==> src/rtl/handshake_timer.sv <==
// handshake_timer: loadable down-counting timer, timer end of the
// enable/load/flag handshake with a controller FSM.
//
// Ports:
//   clk         rising-edge clock
//   rst         asynchronous active-high reset
//   enable      count enable (level); in DONE, low acknowledges expiry
//   load        load strobe, beats enable in every state
//   load_value  terminal count N captured on load
//   auto_reload mode captured on load (1 periodic, 0 one-shot)
//   flag        expiry indication (sticky in DONE, 1-cycle pulse periodic)
//   count       current count, registered
//   busy        high while in RUN, registered
module handshake_timer #(
    parameter int DWIDTH = 8
) (
    input  logic              clk,
    input  logic              rst,
    input  logic              enable,
    input  logic              load,
    input  logic [DWIDTH-1:0] load_value,
    input  logic              auto_reload,
    output logic              flag,
    output logic [DWIDTH-1:0] count,
    output logic              busy
);

    typedef enum logic [1:0] {
        IDLE = 2'd0,
        RUN  = 2'd1,
        DONE = 2'd2
    } state_t;

    localparam logic [DWIDTH-1:0] ZERO = '0;
    localparam logic [DWIDTH-1:0] ONE  = {{(DWIDTH-1){1'b0}}, 1'b1};

    state_t            state;
    logic [DWIDTH-1:0] cnt_q;
    logic [DWIDTH-1:0] reload_q;
    logic              mode_q;
    logic              flag_q;
    logic              busy_q;

    logic              zero_load;
    logic              last_tick;

    assign zero_load = (load_value == ZERO);
    assign last_tick = (cnt_q == ONE);

    always_ff @(posedge clk or posedge rst) begin
        if (rst) begin
            state    <= IDLE;
            cnt_q    <= ZERO;
            reload_q <= ZERO;
            mode_q   <= 1'b0;
            flag_q   <= 1'b0;
            busy_q   <= 1'b0;
        end else if (load) begin
            // A zero load expires at once in either mode.
            reload_q <= load_value;
            cnt_q    <= load_value;
            mode_q   <= auto_reload;
            if (zero_load) begin
                state  <= DONE;
                flag_q <= 1'b1;
                busy_q <= 1'b0;
            end else begin
                state  <= RUN;
                flag_q <= 1'b0;
                busy_q <= 1'b1;
            end
        end else begin
            unique case (state)
                IDLE: begin
                    flag_q <= 1'b0;
                    busy_q <= 1'b0;
                end
                RUN: begin
                    // The only time flag is high in RUN is the cycle
                    // after a periodic pulse, so clearing it here
                    // drops the pulse regardless of enable.
                    flag_q <= 1'b0;
                    busy_q <= 1'b1;
                    if (enable) begin
                        if (last_tick) begin
                            flag_q <= 1'b1;
                            if (mode_q) begin
                                cnt_q <= reload_q;
                            end else begin
                                cnt_q  <= ZERO;
                                state  <= DONE;
                                busy_q <= 1'b0;
                            end
                        end else begin
                            cnt_q <= cnt_q - ONE;
                        end
                    end
                end
                DONE: begin
                    busy_q <= 1'b0;
                    if (enable) begin
                        flag_q <= 1'b1;
                    end else begin
                        flag_q <= 1'b0;
                        state  <= IDLE;
                    end
                end
                default: begin
                    state  <= IDLE;
                    flag_q <= 1'b0;
                    busy_q <= 1'b0;
                end
            endcase
        end
    end

    assign flag  = flag_q;
    assign count = cnt_q;
    assign busy  = busy_q;

endmodule

==> config.mk <==
export PLATFORM = sky130hd
export DESIGN_NAME = handshake_timer
export DESIGN_NICKNAME = d
export VERILOG_FILES = /design/src/rtl/handshake_timer.sv
export SDC_FILE = /design/constraint.sdc
export NUM_CORES = 1
export LEC_CHECK = 0
export BUFFER_PORTS_ARGS = -buffer_cell sky130_fd_sc_hd__buf_4
export CAP_MARGIN = 10
export CORE_MARGIN = 4
export CORE_UTILIZATION = 54
export CTS_CLUSTER_DIAMETER = 60
export DETAILED_ROUTE_END_ITERATION = 10
export PLACE_DENSITY_LB_ADDON = 0.12
export SLEW_MARGIN = 20
export SYNTH_ARGS = -nofsm -noshare
export SYNTH_HDL_FRONTEND = slang
export SYNTH_SLANG_ARGS = --single-unit
==> constraint.sdc <==
create_clock -name clk -period 2.3 [get_ports clk]
set_clock_uncertainty 0.15 [all_clocks]
set_input_delay 0.46 -clock clk [delete_from_list [all_inputs] [get_ports clk]]
set_output_delay 0.46 -clock clk [all_outputs]
set_load 0.05 [all_outputs]
==> flow_summary.html <==
<table>
<tr><th>Metric</th><th>Value</th></tr>
<tr><th colspan="2">Yosys</th></tr>
<tr><td>Most common flop cell mapped by yosys</td><td>sky130_fd_sc_hd__dfrtp_1</td></tr>
<tr><td>Fraction of the mapped netlist area in compound gates</td><td>0.243</td></tr>
<tr><td>Post-synthesis sequential area ratio</td><td>0.426</td></tr>
<tr><td>Cell area after technology mapping</td><td>1230 sq um</td></tr>
<tr><td>Number of enable-type register cells in the synthesized netlist</td><td>0</td></tr>
<tr><td>Largest family of logic cells by synthesized area</td><td>compound AO/OA/AOI/OAI gates</td></tr>
<tr><td>Adder and majority cell fraction of the synthesized area</td><td>0.0508</td></tr>
<tr><td>Xor-xnor portion of the synthesized cell area</td><td>0</td></tr>
<tr><td>Synthesized instance count</td><td>124</td></tr>
<tr><td>Share of synthesized area spent on multiplexers</td><td>0.0538</td></tr>
<tr><td>Synth Register Bits</td><td>21</td></tr>
<tr><td>Unique cell type count in the Yosys netlist</td><td>48</td></tr>
<tr><td>Area share of and/or/nand/nor cells after synthesis</td><td>0.171</td></tr>
<tr><td>Synthesized area per cell</td><td>9.94 sq um</td></tr>
<tr><td>Net count of the mapped netlist</td><td>142</td></tr>
<tr><td>Synthesis warning total</td><td>0</td></tr>
<tr><td>Proportion of register bits with asynchronous set or reset after synthesis</td><td>1.00</td></tr>
<tr><th colspan="2">Setup path</th></tr>
<tr><td>Worst-path fanout max</td><td>4</td></tr>
<tr><td>Endpoint of the worst register-to-register path</td><td>count[1]$_DFFE_PP0P_</td></tr>
<tr><td>Nature of the critical path startpoint</td><td>flip-flop</td></tr>
<tr><td>Slowest cell delay on critical path</td><td>0.44 ns</td></tr>
<tr><td>Number of buffers and inverters on the critical path</td><td>2</td></tr>
<tr><td>Number of gates on the worst path with buffers counted</td><td>7</td></tr>
<tr><td>Critical path cell sequence</td><td>inv_1 &gt; ha_1 &gt; nor4b_2 &gt; buf_4 &gt; a21oi_2 &gt; a311o_1 &gt; a22o_1</td></tr>
<tr><td>CP top delay family</td><td>compound AO/OA/AOI/OAI gates</td></tr>
<tr><td>Worst reg2reg path depth</td><td>7</td></tr>
<tr><td>Worst setup path end</td><td>count[1]$_DFFE_PP0P_</td></tr>
<tr><td>Critical Path Slowest Stage Cell</td><td>sky130_fd_sc_hd__dfrtp_1</td></tr>
<tr><td>Required @ worst endpoint</td><td>2.36 ns</td></tr>
<tr><td>Endpoint class of the critical path</td><td>flip-flop</td></tr>
<tr><td>Worst setup path start</td><td>count[1]$_DFFE_PP0P_</td></tr>
<tr><td>Startpoint-to-endpoint class of the critical path</td><td>reg -&gt; reg</td></tr>
<tr><td>Internal reg-to-reg setup slack</td><td>0.33 ns</td></tr>
<tr><td>Crit Reg-Reg Startpoint</td><td>count[1]$_DFFE_PP0P_</td></tr>
<tr><td>Worst path arrival time</td><td>2.03 ns</td></tr>
<tr><th colspan="2">Power</th></tr>
<tr><td>Net load switching power</td><td>0.350 mW</td></tr>
<tr><td>Reported leakage power</td><td>0.669 nW</td></tr>
<tr><td>Gate power share</td><td>0.317</td></tr>
<tr><td>Power per cell area</td><td>644 nW/um^2</td></tr>
<tr><td>Worst-case vdd ir drop</td><td>0.474 mV</td></tr>
<tr><td>Cell-internal power</td><td>0.585 mW</td></tr>
<tr><td>Fraction of power consumed by sequential logic</td><td>0.490</td></tr>
<tr><td>Tot Pwr</td><td>0.935 mW</td></tr>
<tr><td>Fraction of power spent switching nets</td><td>0.375</td></tr>
<tr><td>Power share of the clock group</td><td>0.193</td></tr>
<tr><th colspan="2">Layout</th></tr>
<tr><td>Share of layout cells above drive strength 1</td><td>0.277</td></tr>
<tr><td>Relative area change from synthesis to final layout</td><td>17.8%</td></tr>
<tr><td>Fillcell total</td><td>179</td></tr>
<tr><td>Filler-free cell count of the finished design</td><td>176</td></tr>
<tr><td>Most common library cell in the layout ignoring fill and taps</td><td>sky130_fd_sc_hd__buf_4</td></tr>
<tr><td>Fin util</td><td>0.662</td></tr>
<tr><td>Antenna diode instance count</td><td>0</td></tr>
<tr><td>Post-Layout Inst Area</td><td>1450 sq um</td></tr>
<tr><td>Most used cells in the layout excluding fill and tap cells</td><td>sky130_fd_sc_hd__buf_4, sky130_fd_sc_hd__dfrtp_1, sky130_fd_sc_hd__nand2_1</td></tr>
<tr><td>Layout Nets</td><td>167</td></tr>
<tr><th colspan="2">STA</th></tr>
<tr><td>Smallest hold slack</td><td>0.143 ns</td></tr>
<tr><td>Smallest setup slack after layout</td><td>0.330 ns</td></tr>
<tr><td>Hold violation total from the final report</td><td>0</td></tr>
<tr><td>Unrepaired setup endpoints after global routing</td><td>false</td></tr>
<tr><td>Period utilisation layout</td><td>0.857</td></tr>
<tr><td>Final critical-path required period</td><td>1.97 ns</td></tr>
<tr><td>Least-Margin Pin Slew</td><td>0.802 ns</td></tr>
<tr><td>Count of final setup violators</td><td>0</td></tr>
<tr><td>Maximum clock frequency</td><td>0.508 GHz</td></tr>
<tr><td>Remaining max-slew budget at the tightest pin</td><td>0.465</td></tr>
<tr><td>Number of max-slew violations in the final report</td><td>0</td></tr>
<tr><td>Setup total negative slack</td><td>0 ns</td></tr>
<tr><th colspan="2">Clock tree</th></tr>
<tr><td>CTS Sinks</td><td>21</td></tr>
<tr><td>Post-CTS resize count</td><td>0</td></tr>
<tr><td>Clock tree from TritonCTS</td><td>built</td></tr>
<tr><td>Setup Buffers After CTS</td><td>0</td></tr>
<tr><td>Num CTS Buffers</td><td>3</td></tr>
<tr><td>Count of hold-fix buffers inserted at cts</td><td>0</td></tr>
<tr><td>H-Tree Depth</td><td>1</td></tr>
<tr><td>Max clock buf depth</td><td>2</td></tr>
<tr><td>Buffer type at the clock tree root</td><td>sky130_fd_sc_hd__clkbuf_4</td></tr>
<tr><td>Clock Pin Slew Worst Setup and Hold Paths</td><td>0.12 ns</td></tr>
<tr><td>Clock latency of the later-clocked register in the worst-skew pair</td><td>0.31 ns</td></tr>
<tr><th colspan="2">Floorplan</th></tr>
<tr><td>Standard-cell row count</td><td>17</td></tr>
<tr><td>Overall die area</td><td>3110 sq um</td></tr>
<tr><td>Die outline width</td><td>55.8 microns</td></tr>
<tr><td>Starting density of the core</td><td>0.563</td></tr>
<tr><td>Ports</td><td>23</td></tr>
<tr><td>Vertical extent of the die</td><td>55.8 microns</td></tr>
<tr><td>Placeable core area</td><td>2190 sq um</td></tr>
<tr><th colspan="2">Route</th></tr>
<tr><td>Mean routed wirelength per cell</td><td>16.5 microns</td></tr>
<tr><td>Wirelength, routed</td><td>2900 microns</td></tr>
<tr><td>Post-detailed-route via-to-cell ratio</td><td>6.25</td></tr>
<tr><td>Via Count</td><td>1100</td></tr>
<tr><td>Antenna violation net count after detailed routing</td><td>0</td></tr>
<tr><td>Post-route DRC violation count</td><td>0</td></tr>
<tr><td>First-pass iteration count of the detailed router</td><td>4</td></tr>
<tr><td>Drt first-iter violations</td><td>54</td></tr>
<tr><th colspan="2">Placed design</th></tr>
<tr><td>Cell count after placement</td><td>172</td></tr>
<tr><td>Routability-driven placement congestion ratio</td><td>0.851</td></tr>
<tr><td># port buffers</td><td>22</td></tr>
<tr><td>Half-perimeter wire length after placement</td><td>2200 microns</td></tr>
<tr><td>Worst slack after detailed placement</td><td>0.342 ns</td></tr>
<tr><td>Post-placement cell area</td><td>1420 sq um</td></tr>
<tr><th colspan="2">GRT</th></tr>
<tr><td>Largest net degree at the start of global routing</td><td>28</td></tr>
<tr><td>Sum of overflow across all layers after global routing</td><td>0</td></tr>
<tr><td>Total routing resource utilization after global routing</td><td>0.193</td></tr>
<tr><td>Number of global-route vias before repair</td><td>1023</td></tr>
<tr><td>Wire length of the first global-routing pass</td><td>4770 microns</td></tr>
<tr><td>Number of antenna violations at the first check in global routing</td><td>0</td></tr>
<tr><th colspan="2">Min path</th></tr>
<tr><td>Path category of the worst min-delay check</td><td>in -&gt; async</td></tr>
<tr><th colspan="2">Flow run</th></tr>
<tr><td>Total of max-cap violations</td><td>0</td></tr>
<tr><th colspan="2">Outcome</th></tr>
<tr><td>Outcome</td><td>complete, no violations</td></tr>
</table>
[power groups by stage]
stage | registers (mW) | logic [mW] | clock network (mW)
3_3_place_gp | 0.461 | 0.290 | 0
2_1_floorplan | 0.531 | 0.130 | 0
6_report | 0.458 | 0.296 | 0.180
5_1_grt | 0.464 | 0.319 | 0.198
4_1_cts | 0.457 | 0.296 | 0.181
3_5_place_dp | 0.464 | 0.296 | 0
[kinds of logic after synthesis]
| kind of cell | count (synthesis) |
|---|---|
| compound gates | 42 |
| fa+ha+maj | 5 |
| buf+inv | 15 |
| flops | 21 |
| mux | 6 |
| simple gates | 35 |
[sequential cells by signal (all words and copies together), names as in the netlist]
register,count
flag,1
reload_q,8
busy,1
count,8
mode_q,1
state,2
[layer usage]
metal | GRT usage | up-vias | share of wire
li1 | - | 513 | -
met1 | 0.265 | 532 | 0.45
met2 | 0.307 | 46 | 0.47
met3 | 0.0325 | 9 | 0.053
met4 | 0.0694 | 0 | 0.024
met5 | 0 | - | 0
[final cells by class]
cell class,count,area [sq um],share of cell area
Sequential cell,21,526,0.362
Timing Repair Buffer,25,188,0.129
Clock buffer,3,22.5,0.0155
Tap cell,28,35.0,0.0241
Clock inverter,1,5.00,0.00345
Multi-Input combinational cell,88,638,0.440
Inverter,10,37.5,0.0259
[Yosys cell counts, drive strengths merged (2+ instances only)]
| master | instances | area, sq um |
|---|---|---|
| dfrtp | 21 | 526 |
| nand2 | 11 | 41.3 |
| inv | 10 | 37.5 |
| o21ai | 9 | 45.0 |
| a21oi | 8 | 47.6 |
| ha | 5 | 62.6 |
| mux2 | 5 | 56.3 |
| a21o | 4 | 31.3 |
| nand4 | 4 | 25.0 |
| nor4 | 4 | 31.3 |
| buf | 3 | 23.8 |
| nor2 | 3 | 11.3 |
| a31oi | 2 | 12.5 |
| and2 | 2 | 13.8 |
| and3 | 2 | 12.5 |
| clkbuf | 2 | 7.51 |
| nor2b | 2 | 12.5 |
| o21a | 2 | 15.0 |
| o311ai | 2 | 17.5 |
[how the worst min path moves through the flow]
stage,start,endpoint,slack [ns],cells past startpoint
final,rst,mode_q$_DFFE_PP0P_,0.14,2
after CTS,rst,reload_q[5]$_DFFE_PP0P_,0.17,2
after floorplan,rst,busy$_DFF_PP0_,0.29,1
after global placement,reload_q[2]$_DFFE_PP0P_,reload_q[2]$_DFFE_PP0P_,0.33,1
after global routing,auto_reload,mode_q$_DFFE_PP0P_,0.19,2
after detailed placement,reload_q[2]$_DFFE_PP0P_,reload_q[2]$_DFFE_PP0P_,0.34,1
(Power assumes the default switching activity.)
